==> src/rtl/rr_output_arbiter_pkg.sv <==
// rtl/rr_output_arbiter_pkg.sv - shared port indices, sizes and FSM encoding for the output arbiter
package rr_output_arbiter_pkg;

  localparam int NPORTS_DEF      = 5;
  localparam int PTR_W_DEF       = 3;
  localparam int WDOG_CYCLES_DEF = 256;

  localparam int PORT_L = 0;
  localparam int PORT_N = 1;
  localparam int PORT_E = 2;
  localparam int PORT_S = 3;
  localparam int PORT_W = 4;

  typedef enum logic {
    ST_IDLE   = 1'b0,
    ST_LOCKED = 1'b1
  } arb_state_e;

endpackage

==> src/rtl/rr_output_arbiter_pick.sv <==
// rtl/rr_output_arbiter_pick.sv - combinational round-robin picker (rr_pick)
// Rotates the request vector so ptr sits at bit 0, isolates the lowest set bit, rotates back.
module rr_pick #(
  parameter int NPORTS = 5,
  parameter int PTR_W  = 3
) (
  input  logic [NPORTS-1:0] req_i,
  input  logic [PTR_W-1:0]  ptr_i,
  output logic [NPORTS-1:0] onehot_o,
  output logic              any_o
);

  logic [2*NPORTS-1:0] req2;
  logic [2*NPORTS-1:0] oh2;
  logic [NPORTS-1:0]   rot;
  logic [NPORTS-1:0]   rot_oh;

  always_comb begin
    req2     = {req_i, req_i};
    rot      = req2[ptr_i +: NPORTS];
    rot_oh   = rot & (~rot + {{(NPORTS-1){1'b0}}, 1'b1});
    oh2      = {{NPORTS{1'b0}}, rot_oh} << ptr_i;
    onehot_o = oh2[NPORTS-1:0] | oh2[2*NPORTS-1:NPORTS];
    any_o    = |req_i;
  end

endmodule

==> src/rtl/rr_output_arbiter.sv <==
// rtl/rr_output_arbiter.sv - per-output wormhole arbiter, head-to-tail lock, round-robin between packets
// Optional stall watchdog with forced release enabled by defining ARB_WATCHDOG_EN.
module rr_output_arbiter
  import rr_output_arbiter_pkg::*;
#(
  parameter int NPORTS      = NPORTS_DEF,
  parameter int PTR_W       = PTR_W_DEF,
  parameter int WDOG_CYCLES = WDOG_CYCLES_DEF
) (
  input  logic              clk,
  input  logic              rst,
  input  logic [NPORTS-1:0] req,
  input  logic [NPORTS-1:0] tail,
  input  logic              out_ready,
  output logic [NPORTS-1:0] grant,
  output logic              fire,
  output logic              wdog_err
);

  if (WDOG_CYCLES < 2) begin : g_bad_wdog
    $error("WDOG_CYCLES must be at least 2");
  end

  arb_state_e        state_q, state_d;
  logic [NPORTS-1:0] grant_q, grant_d;
  logic [PTR_W-1:0]  ptr_q, ptr_d;
  logic [NPORTS-1:0] pick_oh;
  logic              pick_any;
  logic [PTR_W-1:0]  owner_idx;
  logic [PTR_W-1:0]  owner_next;
  logic              owner_tail;
  logic              wdog_hit;

  rr_pick #(.NPORTS(NPORTS), .PTR_W(PTR_W)) u_pick (
    .req_i    (req),
    .ptr_i    (ptr_q),
    .onehot_o (pick_oh),
    .any_o    (pick_any)
  );

  assign grant      = grant_q;
  assign fire       = (|(grant_q & req)) & out_ready;
  assign owner_tail = |(grant_q & tail);

  always_comb begin
    owner_idx = '0;
    for (int i = 0; i < NPORTS; i++) begin
      if (grant_q[i]) owner_idx = PTR_W'(i);
    end
    owner_next = (owner_idx == PTR_W'(NPORTS-1)) ? '0 : owner_idx + 1'b1;
  end

`ifdef ARB_WATCHDOG_EN
  localparam int CNT_W = $clog2(WDOG_CYCLES);

  logic [CNT_W-1:0] cnt_q, cnt_d;
  logic             err_q, err_d;

  assign wdog_hit = (state_q == ST_LOCKED) && !fire && (cnt_q == CNT_W'(WDOG_CYCLES-1));
  assign wdog_err = err_q;

  // Cleared on any transfer and whenever the lock is dropped; saturates rather than wrapping.
  always_comb begin
    cnt_d = cnt_q;
    err_d = err_q | wdog_hit;
    if (state_q != ST_LOCKED || fire || wdog_hit) begin
      cnt_d = '0;
    end else if (cnt_q != CNT_W'(WDOG_CYCLES-1)) begin
      cnt_d = cnt_q + 1'b1;
    end
  end

  always_ff @(posedge clk or posedge rst) begin
    if (rst) begin
      cnt_q <= '0;
      err_q <= 1'b0;
    end else begin
      cnt_q <= cnt_d;
      err_q <= err_d;
    end
  end
`else
  assign wdog_hit = 1'b0;
  assign wdog_err = 1'b0;
`endif

  always_comb begin
    state_d = state_q;
    grant_d = grant_q;
    ptr_d   = ptr_q;
    case (state_q)
      ST_IDLE: begin
        if (pick_any && out_ready) begin
          grant_d = pick_oh;
          state_d = ST_LOCKED;
        end
      end
      ST_LOCKED: begin
        if ((fire && owner_tail) || wdog_hit) begin
          grant_d = '0;
          state_d = ST_IDLE;
          ptr_d   = owner_next;
        end
      end
      default: begin
        grant_d = '0;
        state_d = ST_IDLE;
      end
    endcase
  end

  always_ff @(posedge clk or posedge rst) begin
    if (rst) begin
      state_q <= ST_IDLE;
      grant_q <= '0;
      ptr_q   <= '0;
    end else begin
      state_q <= state_d;
      grant_q <= grant_d;
      ptr_q   <= ptr_d;
    end
  end

endmodule

==> config.mk <==
export PLATFORM = sky130hd
export DESIGN_NAME = rr_output_arbiter
export DESIGN_NICKNAME = d
export VERILOG_FILES = /design/src/rtl/rr_output_arbiter_pkg.sv /design/src/rtl/rr_output_arbiter_pick.sv /design/src/rtl/rr_output_arbiter.sv
export SDC_FILE = /design/constraint.sdc
export NUM_CORES = 1
export LEC_CHECK = 0
export ABC_AREA = 1
export BUFFER_PORTS_ARGS = -buffer_cell sky130_fd_sc_hd__buf_2
export CORE_UTILIZATION = 49
export CTS_CLUSTER_DIAMETER = 80
export DETAILED_ROUTE_END_ITERATION = 16
export GPL_ROUTABILITY_DRIVEN = 1
export PLACE_DENSITY = 0.85
export SETUP_SLACK_MARGIN = 0.3
export SYNTH_ARGS = -nofsm -noshare
export SYNTH_HDL_FRONTEND = slang
export SYNTH_SLANG_ARGS = --single-unit
==> constraint.sdc <==
create_clock -name clk -period 1.5 [get_ports clk]
set_input_delay 0.375 -clock clk [delete_from_list [all_inputs] [get_ports clk]]
set_output_delay 0.375 -clock clk [all_outputs]
set_load 0.005 [all_outputs]
Word-level counts from Yosys, hierarchy flattened --
Index checks and enable logic that the tools add are counted.
Storage, ports and cells: bits in registers 9
Operators by class: add/subtract/negate cells 2, eq/ne operators 3, shift-type cells 2, muxes and demuxes 11, bitwise gates (word level) 7, reductions and logical operators 7
Operator list (number):
- bitwise AND 5 bit | 3
- OR reduction 5 bit | 3
- two-way mux 5 bit | 2
- case mux 5 bit (2 select lines) | 1
- indexed part select 10 x 4 -> 5 bit | 1
- << shifter 5 x 3 -> 10 bit | 1
- two-way mux 3 bit | 3
- adder 5 x 1 -> 5 bit, second input constant | 1
- NOT 5 bit | 1
- OR 5 bit | 1
- AND reduction 2 bit | 2
- adder 3 x 1 -> 3 bit, second input constant | 1
- == test 3 bit, second input constant | 1
- two-way mux 1 bit | 3
- logical AND 1 bit | 2
- two-way mux 2 bit | 1
- inequality test 2 x 1 -> 1 bit, second input constant | 1
- inequality test 2 bit, second input constant | 1
- case mux 1 bit (2 select lines) | 1
- bitwise AND 1 bit | 1
- NOT 1 bit | 1

Logic depth before layout (Yosys ltp) --
Gate-level depths: netlist (run 1).
depth in word-level cells 8, gate-level depth with buffers 16, mapped depth without buffers 15

Hierarchy --
From an unflattened synthesis (run 1), not the netlist that was laid out.
Unflattened totals: cell total of the unflattened synthesis 177, area total of the unflattened synthesis 1101.1 µm²
By module, submodules not included:
- rr_pick | times used 1, cells each 112, area an instance 603.1 µm², seq. area each 0.0 µm²
- rr_output_arbiter | times used 1, cells each 65, area an instance 498.0 µm², seq. area each 225.2 µm²

Worst setup path after synthesis (run 1) --
No wires, ideal clock.
kind register to register, from reg ptr_q[0], to reg grant_q[2] (netlist: grant[2]), setup time 0.065 ns, arrival time 1.425 ns, required time 1.435 ns, slack 0.010 ns, stages on the path, launching flop included 15, path buffers 1, cells stage by stage dfrtp_1 -> buf_4 -> nand2_1 -> nand3_2 -> nand3_2 -> nand2_2 -> nor2_4 -> nand2_2 -> nand2_2 -> nand2_1 -> nand2_1 -> nand2_1 -> nand2_1 -> nand3_1 -> nand2_1
Between the ends: cells in the longest elaborated chain, start to end 8
RTL lines:
- from (decl) | RTL line rr_output_arbiter.sv:26 | logic [PTR_W-1:0] ptr_q, ptr_d;
- from (signal assigned) | RTL line rr_output_arbiter.sv:120 | ptr_q <= ptr_d;
- indexed part select 10 x 4 -> 5 bit | RTL line rr_output_arbiter_pick.sv:20 | rot = req2[ptr_i +: NPORTS];
- NOT 5 bit | RTL line rr_output_arbiter_pick.sv:21 | rot_oh = rot & (~rot + {{(NPORTS-1){1'b0}}, 1'b1});
- adder 5 x 1 -> 5 bit | RTL line rr_output_arbiter_pick.sv:21
- bitwise AND 5 bit | RTL line rr_output_arbiter_pick.sv:21
- << shifter 5 x 3 -> 10 bit (*) | RTL line rr_output_arbiter_pick.sv:22 | oh2 = {{NPORTS{1'b0}}, rot_oh} << ptr_i;
- OR 5 bit (*) | RTL line rr_output_arbiter_pick.sv:23 | onehot_o = oh2[NPORTS-1:0] | oh2[2*NPORTS-1:NPORTS];
- two-way mux 5 bit (*) | RTL line rr_output_arbiter.sv:93 | if (pick_any && out_ready) begin
- case mux 5 bit (2 select lines) (*) | RTL line rr_output_arbiter.sv:91 | case (state_q)
- to (signal assigned) | RTL line rr_output_arbiter.sv:119 | grant_q <= grant_d;
- to (decl) | RTL line rr_output_arbiter.sv:25 | logic [NPORTS-1:0] grant_q, grant_d;
Every way passes the cells marked *; elsewhere a longest branch is shown, timed or not. The select of a mux whose other input is x is not followed. A chain may end at the register's enable or synchronous reset.

Worst setup path in the final report (run 1) --
from reg ptr_q[0], to reg grant_q[0] (netlist: grant[0])
Same word-level chain as after synthesis.

==> results of run 1 <==
-- metal layers --
layer / up-vias / GRT usage
met5: - / 0
met4: 0 / 0.257
met3: 29 / 0.104
met2: 113 / 0.671
met1: 678 / 0.400
li1: 653 / -
-- cell families (layout without fill, tap and decap cells) --
family,Yosys count,count (layout),synth area share
and+or+nand+nor,124,124,0.591
buffers and inverters,22,69,0.101
other,1,1,0.00374
DFF,9,9,0.224
AOI/OAI and AO/OA,13,13,0.0798
-- flip-flops by register name, indices dropped and copies added, names as in the netlist --
register,flops
state_q,1
grant,5
ptr_q,3
-- through the flow --
| stage | instances | setup TNS (ns) | setup slack [ns] | utilization | instance area [sq um] |
|---|---|---|---|---|---|
| detailed placement | 223 | -1.12 | -0.220 | 0.622 | 1210 |
| CTS | 238 | -0.813 | -0.150 | 0.782 | 1520 |
| finish | 243 | -1.54 | -0.269 | 0.825 | 1600 |
| global placement | 223 | -0.561 | -0.130 | 0.622 | 1210 |
| floorplan | 169 | 0 | 0.00976 | - | 1010 |
| global route | 243 | -2.28 | -0.369 | 0.825 | 1600 |
-- synth_stat cells, drive strengths merged --
master  instances  area share
nor3            1      0.0050
nand4           3       0.019
nor2            8       0.045
a21oi           4       0.020
conb            1      0.0037
nand3          45        0.25
dfrtp           9        0.22
buf             6       0.041
nand2          66        0.26
inv            15       0.056
o31ai           1      0.0075
o21ai           4       0.020
o211ai          1      0.0075
clkbuf          1      0.0037
o21a            1      0.0075
or2             1      0.0062
a22o            2       0.017
-- layout by cell type (no fill, tap or decap), drive strengths merged --
master,instances
nand2,66
a21oi,4
a22o,2
nor3,1
o21a,1
conb,1
o31ai,1
clkbuf,4
buf,50
or2,1
nand3,45
o211ai,1
nor2,8
o21ai,4
inv,15
dfrtp,9
nand4,3
-- timing repair --
action,in CTS,in global routing
setup buffers,11,5
gates resized for setup,51,12
endpoints found under the hold margin,0,0
pin swaps,21,7
setup endpoints to repair,14,15
-- power groups by stage --
stage	clock (uW)	combinational [uW]	sequential (uW)
floorplan	0	1510	444
CTS	200	2610	456
finish	209	2990	481
detailed placement	0	2000	455
global route	228	3200	481
global placement	0	1930	451
-- cell type report --
class	instances	area, sq um	share of cell area
multi-input cells	138	835	0.521
clock buffers	4	26.3	0.0164
repair buffers	50	418	0.261
well taps	27	33.8	0.0211
inverters	15	63.8	0.0398
flip-flops and latches	9	226	0.141
-- worst paths after layout --
path | startpoint | to | slack [ns] | cells after the start
max | ptr_q[0] | grant[0] | -0.27 | 14
min | rst | ptr_q[2] | 0.05 | 2
max reg2reg | ptr_q[0] | grant[0] | -0.27 | 14
min reg2reg | state_q | state_q | 0.49 | 2
max in group asynchronous | rst | ptr_q[0] | 1.16 | 2
min in group clk | state_q | state_q | 0.49 | 2
==> flow_metrics.py, run 1 <==
metrics = {
    "status": {
        "status": "complete, but fails checks",
        "violated_checks": "setup timing",
    },
    "floorplan": {
        "rows": 16,
        "floorplan.die.height_um": 47.3,
        "die_area_sq_um": 2230,
        "floorplan_core_area_sq_um": 1940,
        "initial_utilization": 0.517,
        "num_io_pins": 20,
        "fp.dieW_um": 47.3,
    },
    "cts": {
        "cts_tree": "built",
        "clock_tree.htree_level_count": 1,
        "cts_inserted_buffers": 3,
        "clk_root_buffer_cell": "clkbuf_4",
        "clockBufferDepth": 2,
        "worst_setup_hold_path_clk_slew_ns": 0.07,
        "cts_sink_cnt": 9,
        "postCtsHoldBufs": 0,
        "clk_latency_ns": 0.29,
    },
    "sta": {
        "layout_worst_path_cycle_share": 1.18,
        "setup_viol": 10,
        "layout_min_cycle_time_ns": 1.77,
        "rsz0062_at_grt": "yes",
        "finalClockSkew_ns": 0.00633,
        "fin_ws_ns": -0.269,
        "hold_viol": 0,
        "drv_slew": 0,
        "fmaxAchievable_mhz": 565,
        "hold-worst-slack_ns": 0.0497,
    },
    "power_and_ir_drop": {
        "power.share.clock": 0.057,
        "leakage_uw": 0.000830,
        "power.share.sequential": 0.131,
        "sw_frac_of_total": 0.544,
        "vdd_drop_max_mv": 1.49,
        "cellInternalPower_uw": 1680,
        "power_uw": 3680,
        "pwr_density_cell_nw_per_um2": 2290,
        "combPwrFrac": 0.812,
        "power.net_switching_uw": 2000,
    },
    "route": {
        "topRoutingLayerUsed": "met4",
        "met2_wirelength_um": 2100,
        "drt.antenna.violating_nets": 0,
        "detailedRoute.firstPassIterationCount": 4,
        "routed-via-count": 1473,
        "vias_per_cell": 6.06,
        "dr.first_iter.drc_count": 73,
        "drc_errors": 0,
        "drt-met1-wl_um": 1470,
        "routed_wirelength_um": 4100,
        "detail_route.wl_per_cell_um": 16.9,
        "met3_length_um": 308,
    },
    "global_routing": {
        "globalRouteTotalUtil": 0.385,
        "globalRouteOverflowTotal": 0,
        "grt_start_max_net_pins": 12,
        "first_global_vias": 1370,
        "grt_pass1_wl_um": 5910,
        "antenna_found_initial": 0,
    },
    "logic_synthesis": {
        "synth.avg_cell_area_sq_um": 5.94,
        "synth.cell_area_sq_um": 1000,
        "ys_ff_latch": 9,
        "synthDistinctLibCells": 24,
        "post_synth_inst_count": 169,
        "synthesis.nets": 182,
        "synth.yosys.seq_area_share": 0.224,
        "yosysWarnings": 0,
    },
    "setup_path": {
        "top_family_by_delay_on_critical_path": "simple AND/OR/NAND/NOR gates",
        "cp-start-kind": "flop",
        "worst-path-buf-inv": 2,
        "most_common_cell_on_crit_path": "nand2_1",
        "worstPathRequired_ns": 1.67,
        "startpoint_to_endpoint_class_of_the_critical_path": "flop to flop",
        "crit_chain": "inv_4 -> nand2_4 -> nand2_4 -> nand2_2 -> nand2_1 -> nand2_1 -> nand2_2 -> inv_2 -> nand3_2 -> nand2_2 -> nand3_1 -> nand4_1 -> nand2_1 -> nand2_1",
        "critPathMaxStageDelay_ns": 0.49,
        "critical_path.slowest_cell": "dfrtp_2",
        "critPathMaxFanout": 8,
        "setup.worst_path.end_class": "flop",
        "data_arrival_time_at_the_worst_slack_endpoint_ns": 1.94,
    },
    "run": {
        "max-cap-violations": 0,
    },
    "cells_and_area": {
        "antenna_cells": 0,
        "synthToLayoutAreaGrowth_pct": 59.7,
        "final_layout_size_suffix_gt1_frac": 0.505,
        "finalNetCount": 230,
        "final.fill_count": 131,
    },
    "place": {
        "detailedPlacementHpwl_um": 2240,
        "place.gp.congestion": 0.921,
        "buffer_ports.inserted": 18,
    },
    "min_path": {
        "worstHoldPathType": "input pin to async pin",
    },
}
Note: power is estimated with default switching activity, not from simulation.
==> run 2, diff against run 1 <==
--- a/config.mk
+++ b/config.mk
@@ -7,11 +7,10 @@
 export LEC_CHECK = 0
 export ABC_AREA = 1
 export BUFFER_PORTS_ARGS = -buffer_cell sky130_fd_sc_hd__buf_2
-export CORE_UTILIZATION = 49
+export CORE_UTILIZATION = 52
 export CTS_CLUSTER_DIAMETER = 80
 export DETAILED_ROUTE_END_ITERATION = 16
-export GPL_ROUTABILITY_DRIVEN = 1
-export PLACE_DENSITY = 0.85
+export PLACE_DENSITY = 0.86
 export SETUP_SLACK_MARGIN = 0.3
 export SYNTH_ARGS = -nofsm -noshare
 export SYNTH_HDL_FRONTEND = slang
==> constraint.sdc (replaced) <==
create_clock -name clk -period 1.65 [get_ports clk]
set_input_delay 0.4125 -clock clk [delete_from_list [all_inputs] [get_ports clk]]
set_output_delay 0.4125 -clock clk [all_outputs]
set_load 0.005 [all_outputs]
==> run 2 against run 1 <==
Compared with the run above:
- the run still ends with setup timing left
- register-to-register slack improved by 0.15 ns
- final area fell by 11%
- total power fell by 18%
- non-clock buffer count fell by 14
- via count fell by 11%
- flip-flop and latch count did not move
- maximum frequency barely moved
- clock skew fell by 0.0037 ns
- critical path type unchanged
- critical endpoint is now grant[4]
- largest power group unchanged
==> flow_metrics.py, run 2 (same netlist as run 1, synthesis figures left out) <==
metrics = {
    "route": {
        "drc_errors": 0,
        "routed_wirelength_um": 3500,
        "dr.first_iter.drc_count": 53,
        "detail_route.wl_per_cell_um": 15.4,
        "drt.antenna.violating_nets": 0,
        "detailedRoute.firstPassIterationCount": 4,
        "routed-via-count": 1308,
        "vias_per_cell": 5.76,
    },
    "sta": {
        "setup_viol": 5,
        "drv_slew": 0,
        "hold_viol": 0,
        "fin_setup_tns_ns": -0.368,
        "fin_ws_ns": -0.118,
        "fmaxAchievable_mhz": 566,
        "rsz0062_at_grt": "yes",
        "layout_min_cycle_time_ns": 1.77,
        "finalClockSkew_ns": 0.00264,
        "layout_worst_path_cycle_share": 1.07,
    },
    "cts": {
        "cts_inserted_buffers": 3,
        "cts_tree": "built",
        "clk_root_buffer_cell": "clkbuf_4",
        "cts_sink_cnt": 9,
        "clockBufferDepth": 2,
        "clk_latency_ns": 0.27,
        "clock_tree.htree_level_count": 1,
        "worst_setup_hold_path_clk_slew_ns": 0.06,
    },
    "global_routing": {
        "grt_pass1_wl_um": 5540,
        "antenna_found_initial": 0,
        "grt_start_max_net_pins": 12,
        "globalRouteOverflowTotal": 0,
        "first_global_vias": 1273,
        "globalRouteTotalUtil": 0.369,
    },
    "power_and_ir_drop": {
        "vdd_drop_max_mv": 1.16,
        "pwr_density_cell_nw_per_um2": 2110,
        "sw_frac_of_total": 0.554,
        "power.share.clock": 0.059,
        "combPwrFrac": 0.793,
        "power.share.sequential": 0.148,
        "power.net_switching_uw": 1670,
        "leakage_uw": 0.000745,
        "cellInternalPower_uw": 1340,
    },
    "min_path": {
        "worstHoldPathType": "input pin to async pin",
    },
    "floorplan": {
        "floorplan.die.height_um": 45.9,
        "fp.dieW_um": 45.9,
        "die_area_sq_um": 2110,
        "initial_utilization": 0.569,
        "floorplan_core_area_sq_um": 1760,
        "num_io_pins": 20,
        "rows": 15,
    },
    "setup_path": {
        "reg2reg_to": "grant[4]",
        "r2r-start": "ptr_q[0]",
        "startpoint_to_endpoint_class_of_the_critical_path": "flop to flop",
        "cp-start-kind": "flop",
        "data_arrival_time_at_the_worst_slack_endpoint_ns": 1.97,
        "worstPathRequired_ns": 1.85,
        "timing.reg2reg.worst_path_depth": 12,
        "setup.worst_path.end_class": "flop",
        "regToRegSetupSlack_ns": -0.12,
        "critPathMaxFanout": 7,
        "cp_launch_point": "ptr_q[0]",
    },
    "cells_and_area": {
        "finalNetCount": 216,
        "final_cell_mix": "nand2_1 (43), nand3_1 (28), nand2_2 (18)",
        "final_layout_size_suffix_gt1_frac": 0.470,
        "layoutNonFillerInstCount": 227,
        "antenna_cells": 0,
        "final_util": 0.807,
        "synthToLayoutAreaGrowth_pct": 41.9,
        "max_reg_flops": 5,
        "final_common_cell": "nand2_1",
    },
    "place": {
        "detailedPlacementHpwl_um": 2100,
        "post-place-ws_ns": -0.0741,
        "place.gp.congestion": 0.954,
        "buffer_ports.inserted": 18,
        "placed_instances": 216,
    },
    "status": {
        "status": "complete, but fails checks",
        "violated_checks": "setup timing",
    },
    "run": {
        "max-cap-violations": 0,
    },
}
[run 2: changes by cell type in the layout (fill, tap and decap cells not counted), moves of 2 or more]
cell	change
buf_2	+4
buf_4	-4
buf_6	-14
dfrtp_1	-2
dfrtp_2	+2
inv_4	-2
nand2_4	+2
[run 2: worst max-delay path by stage]
stage | end | cells after the start
CTS | grant[1] | 12
detailed placement | grant[3] | 12
global placement | grant[3] | 12
finish | grant[4] | 12
global route | grant[4] | 12
floorplan | grant[2] | 14
[run 2: worst max-delay path: stages, from the launching register on]
cell and delay [ns]:
dfrtp_2 0.48, buf_6 0.15, nand2_1 0.07, nand3_2 0.10, nand2_1 0.12, nand2_2 0.06
nand2_2 0.11, nand2_1 0.08, nor2_2 0.11, nand4_1 0.16, nand3_2 0.10, nand3_1 0.08
nand2_1 0.08
[run 2: through the flow]
step                      total power [uW]  area [sq um]  hold WS, ns
after floorplan                       1770          1010        0.240
after global placement                2120          1160        0.385
after detailed placement              2170          1160        0.394
after CTS                             2780          1380        0.104
after global routing                  3240          1420        0.118
final                                 3010          1420       0.0982
[run 2: area by class of cell]
type	count	area [sq um]
flip-flops and latches	9	229
inverters	15	63.8
clock buffers	4	26.3
well taps	25	31.3
fillers	129	340
repair buffers	36	250
multi-input cells	138	823
[run 2: power groups by stage]
stage                     sequential, uW  combinational, uW  clock [uW]
after floorplan                      404               1360           0
after global placement               424               1700           0
after detailed placement             429               1740           0
after CTS                            428               2170         180
after global routing                 455               2590         190
final                                446               2390         177
[run 2: timing repair]
| action | 4_1_cts | 5_1_grt |
|---|---|---|
| hold buffers | 0 | 0 |
| gates cloned | 0 | 0 |
| gates resized for setup | 39 | 12 |
| setup endpoints to repair | 9 | 12 |
| buffers inserted | 7 | 0 |
| pin swaps | 19 | 3 |
[run 2: routing by layer]
| metal | part of all wire | GRT usage | up-vias | routed length (um) |
|---|---|---|---|---|
| met4 | 0.034 | 0.218 | 0 | 119 |
| li1 | - | - | 625 | - |
| met3 | 0.050 | 0.0714 | 16 | 174 |
| met2 | 0.52 | 0.637 | 71 | 1830 |
| met5 | 0 | 0 | - | 0 |
| met1 | 0.39 | 0.414 | 596 | 1380 |
==> run 3, diff against run 2 <==
--- a/config.mk
+++ b/config.mk
@@ -7,10 +7,12 @@
 export LEC_CHECK = 0
 export ABC_AREA = 1
 export BUFFER_PORTS_ARGS = -buffer_cell sky130_fd_sc_hd__buf_2
-export CORE_UTILIZATION = 52
+export CELL_PAD_IN_SITES_DETAIL_PLACEMENT = 0
+export CELL_PAD_IN_SITES_GLOBAL_PLACEMENT = 1
+export CORE_UTILIZATION = 37
 export CTS_CLUSTER_DIAMETER = 80
 export DETAILED_ROUTE_END_ITERATION = 16
-export PLACE_DENSITY = 0.86
+export PLACE_DENSITY = 0.89
 export SETUP_SLACK_MARGIN = 0.3
 export SYNTH_ARGS = -nofsm -noshare
 export SYNTH_HDL_FRONTEND = slang
==> run 3 against run 2 <==
Compared with the run above:
- count of clock-buffer cells in the layout is the same
- the flow still finishes with violations (setup timing)
- critical path type unchanged
- combinational power fell by 13%
- sequential share of layout area rose by 1.0 points
- hold slack got worse by 0.0085 ns
- highest routed layer unchanged
==> flow_metrics.py, run 3 (same netlist as run 1, synthesis figures left out) <==
metrics = {
    "power_and_ir_drop": {
        "pwr_density_cell_nw_per_um2": 2030,
        "power_uw": 2700,
        "leakage_uw": 0.000718,
        "vdd_drop_max_mv": 1.13,
    },
    "global_routing": {
        "antenna_found_initial": 0,
        "globalRouteTotalUtil": 0.221,
        "grtUsageMet1": 0.278,
        "globalRouteOverflowTotal": 0,
        "globalRoute.busiestLayer": "met2",
        "grt.met2_usage": 0.391,
        "grt_start_max_net_pins": 12,
        "first_global_vias": 1112,
        "grt_pass1_wl_um": 4750,
        "groute.layer.met3.usage": 0.0311,
    },
    "run": {
        "max-cap-violations": 0,
    },
    "sta": {
        "layout_worst_path_cycle_share": 1.02,
        "setup_viol": 2,
        "rsz0062_at_grt": "yes",
        "finalClockSkew_ns": 0.00619,
        "fin_ws_ns": -0.0334,
        "drv_slew": 0,
        "hold_viol": 0,
        "fmaxAchievable_mhz": 594,
        "layout_min_cycle_time_ns": 1.68,
    },
    "status": {
        "violated_checks": "setup timing",
        "status": "complete, but fails checks",
    },
    "cts": {
        "clk_root_buffer_cell": "clkbuf_4",
        "worst_setup_hold_path_clk_slew_ns": 0.06,
        "postCtsHoldBufs": 0,
        "cts_sink_cnt": 9,
        "clock_tree.htree_level_count": 1,
        "clockBufferDepth": 2,
        "cts_tree": "built",
        "clk_latency_ns": 0.27,
        "cts_inserted_buffers": 3,
    },
    "place": {
        "placed_instances": 222,
        "place.gp.congestion": 0.872,
        "detailedPlacementHpwl_um": 2220,
        "buffer_ports.inserted": 18,
        "placed_instance_area_sq_um": 1180,
    },
    "setup_path": {
        "worst-path-buf-inv": 2,
        "cp_launch_point": "ptr_q[0]",
        "data_arrival_time_at_the_worst_slack_endpoint_ns": 1.84,
        "critPathMaxStageDelay_ns": 0.47,
        "worstPathRequired_ns": 1.80,
        "critical_path.slowest_cell": "dfrtp_2",
        "top_family_by_delay_on_critical_path": "simple AND/OR/NAND/NOR gates",
        "most_common_cell_on_crit_path": "nand2_1",
        "r2r-start": "ptr_q[0]",
        "crit_chain": "inv_4 -> nand2_2 -> nand2_1 -> nand2_1 -> nand2_1 -> nand2_1 -> nand2_2 -> inv_2 -> nand3_2 -> nand2_2 -> nand3_1 -> nand4_1 -> nand2_1 -> nand2_1",
        "startpoint_to_endpoint_class_of_the_critical_path": "flop to flop",
        "setup.worst_path.end_class": "flop",
        "critPathMaxFanout": 8,
        "cp-start-kind": "flop",
    },
    "cells_and_area": {
        "final-seq-area_sq_um": 228,
        "final.fill_count": 256,
        "max_reg_flops": 5,
        "final_cell_mix": "nand2_1 (53), nand3_1 (34), buf_2 (17), buf_4 (17), nand2_2 (13)",
        "multi_input_comb_area_sq_um": 732,
        "final_common_cell": "nand2_1",
        "post_route_cell_area_sq_um": 1330,
        "layoutNonFillerInstCount": 233,
        "antenna_cells": 0,
        "finalNetCount": 217,
        "final_util": 0.528,
        "final_layout_size_suffix_gt1_frac": 0.389,
        "synthToLayoutAreaGrowth_pct": 32.7,
    },
    "floorplan": {
        "fp.dieW_um": 54.1,
        "rows": 18,
        "floorplan_core_area_sq_um": 2520,
        "die_area_sq_um": 2920,
        "initial_utilization": 0.398,
        "num_io_pins": 20,
        "floorplan.die.height_um": 54.1,
    },
    "route": {
        "vias_per_cell": 5.21,
        "detail_route.wl_per_cell_um": 12.4,
        "dr.first_iter.drc_count": 36,
        "routed-via-count": 1214,
        "drc_errors": 0,
        "routed_wirelength_um": 2890,
        "drt.antenna.violating_nets": 0,
        "detailedRoute.firstPassIterationCount": 4,
    },
    "min_path": {
        "worstHoldPathType": "input pin to async pin",
    },
}
[run 3: cell types whose count changed in the layout (fill, tap and decap cells not counted), moves of 3 or more]
cell     change
buf_4        +4
buf_6        -3
nand2_1     +10
nand2_2      -5
nand2_4      -5
nand3_1      +6
nand3_2      -5
[run 3: area by class of cell]
cell class | instances | share of cell area
Sequential cell | 9 | 0.171
Multi-Input combinational cell | 138 | 0.550
Tap cell | 30 | 0.0282
Timing Repair Buffer | 37 | 0.185
Inverter | 15 | 0.0461
Clock buffer | 4 | 0.0197
[run 3: what timing repair did]
action | in CTS | in global routing
resized for setup | 17 | 5
setup endpoints to repair | 9 | 11
pin swaps | 7 | 2
setup buffers | 7 | 0
[run 3: stage by stage]
stage / setup slack [ns] / hold slack [ns] / setup TNS [ns]
after detailed placement: -0.122 / 0.391 / -0.473
after global routing: -0.152 / 0.137 / -0.673
after floorplan: 0.160 / 0.240 / 0
after CTS: 0.0201 / 0.102 / 0
after global placement: -0.0620 / 0.383 / -0.184
final: -0.0334 / 0.0896 / -0.0478
[run 3: path summary, 6_finish.rpt]
| check | endpoint | slack (ns) | cells past startpoint |
|---|---|---|---|
| min in group clk | state_q | 0.48 | 2 |
| hold / removal | grant[1] | 0.09 | 2 |
| hold reg to reg | state_q | 0.48 | 2 |
| setup / recovery | grant[0] | -0.03 | 14 |
| setup reg to reg | grant[0] | -0.03 | 14 |
| max in group asynchronous | ptr_q[0] | 1.29 | 2 |
[run 3: per-layer routing]
| layer | up-vias | share of wire |
|---|---|---|
| met5 | - | 0 |
| met4 | 0 | 0.0059 |
| met3 | 2 | 0.043 |
| met2 | 32 | 0.49 |
| met1 | 557 | 0.46 |
| li1 | 623 | - |
[run 3: worst register-to-register path: stages (launching register included)]
cell	delay [ns]
dfrtp_2	0.47
inv_4	0.12
nand2_2	0.07
nand2_1	0.06
nand2_1	0.06
nand2_1	0.06
nand2_1	0.06
nand2_2	0.11
inv_2	0.05
nand3_2	0.09
nand2_2	0.06
nand3_1	0.09
nand4_1	0.10
nand2_1	0.10
nand2_1	0.06
[run 3: where the power goes]
part	switching [uW]	internal, uW
registers	119	317
clock network	82.7	93.5
logic	1250	836
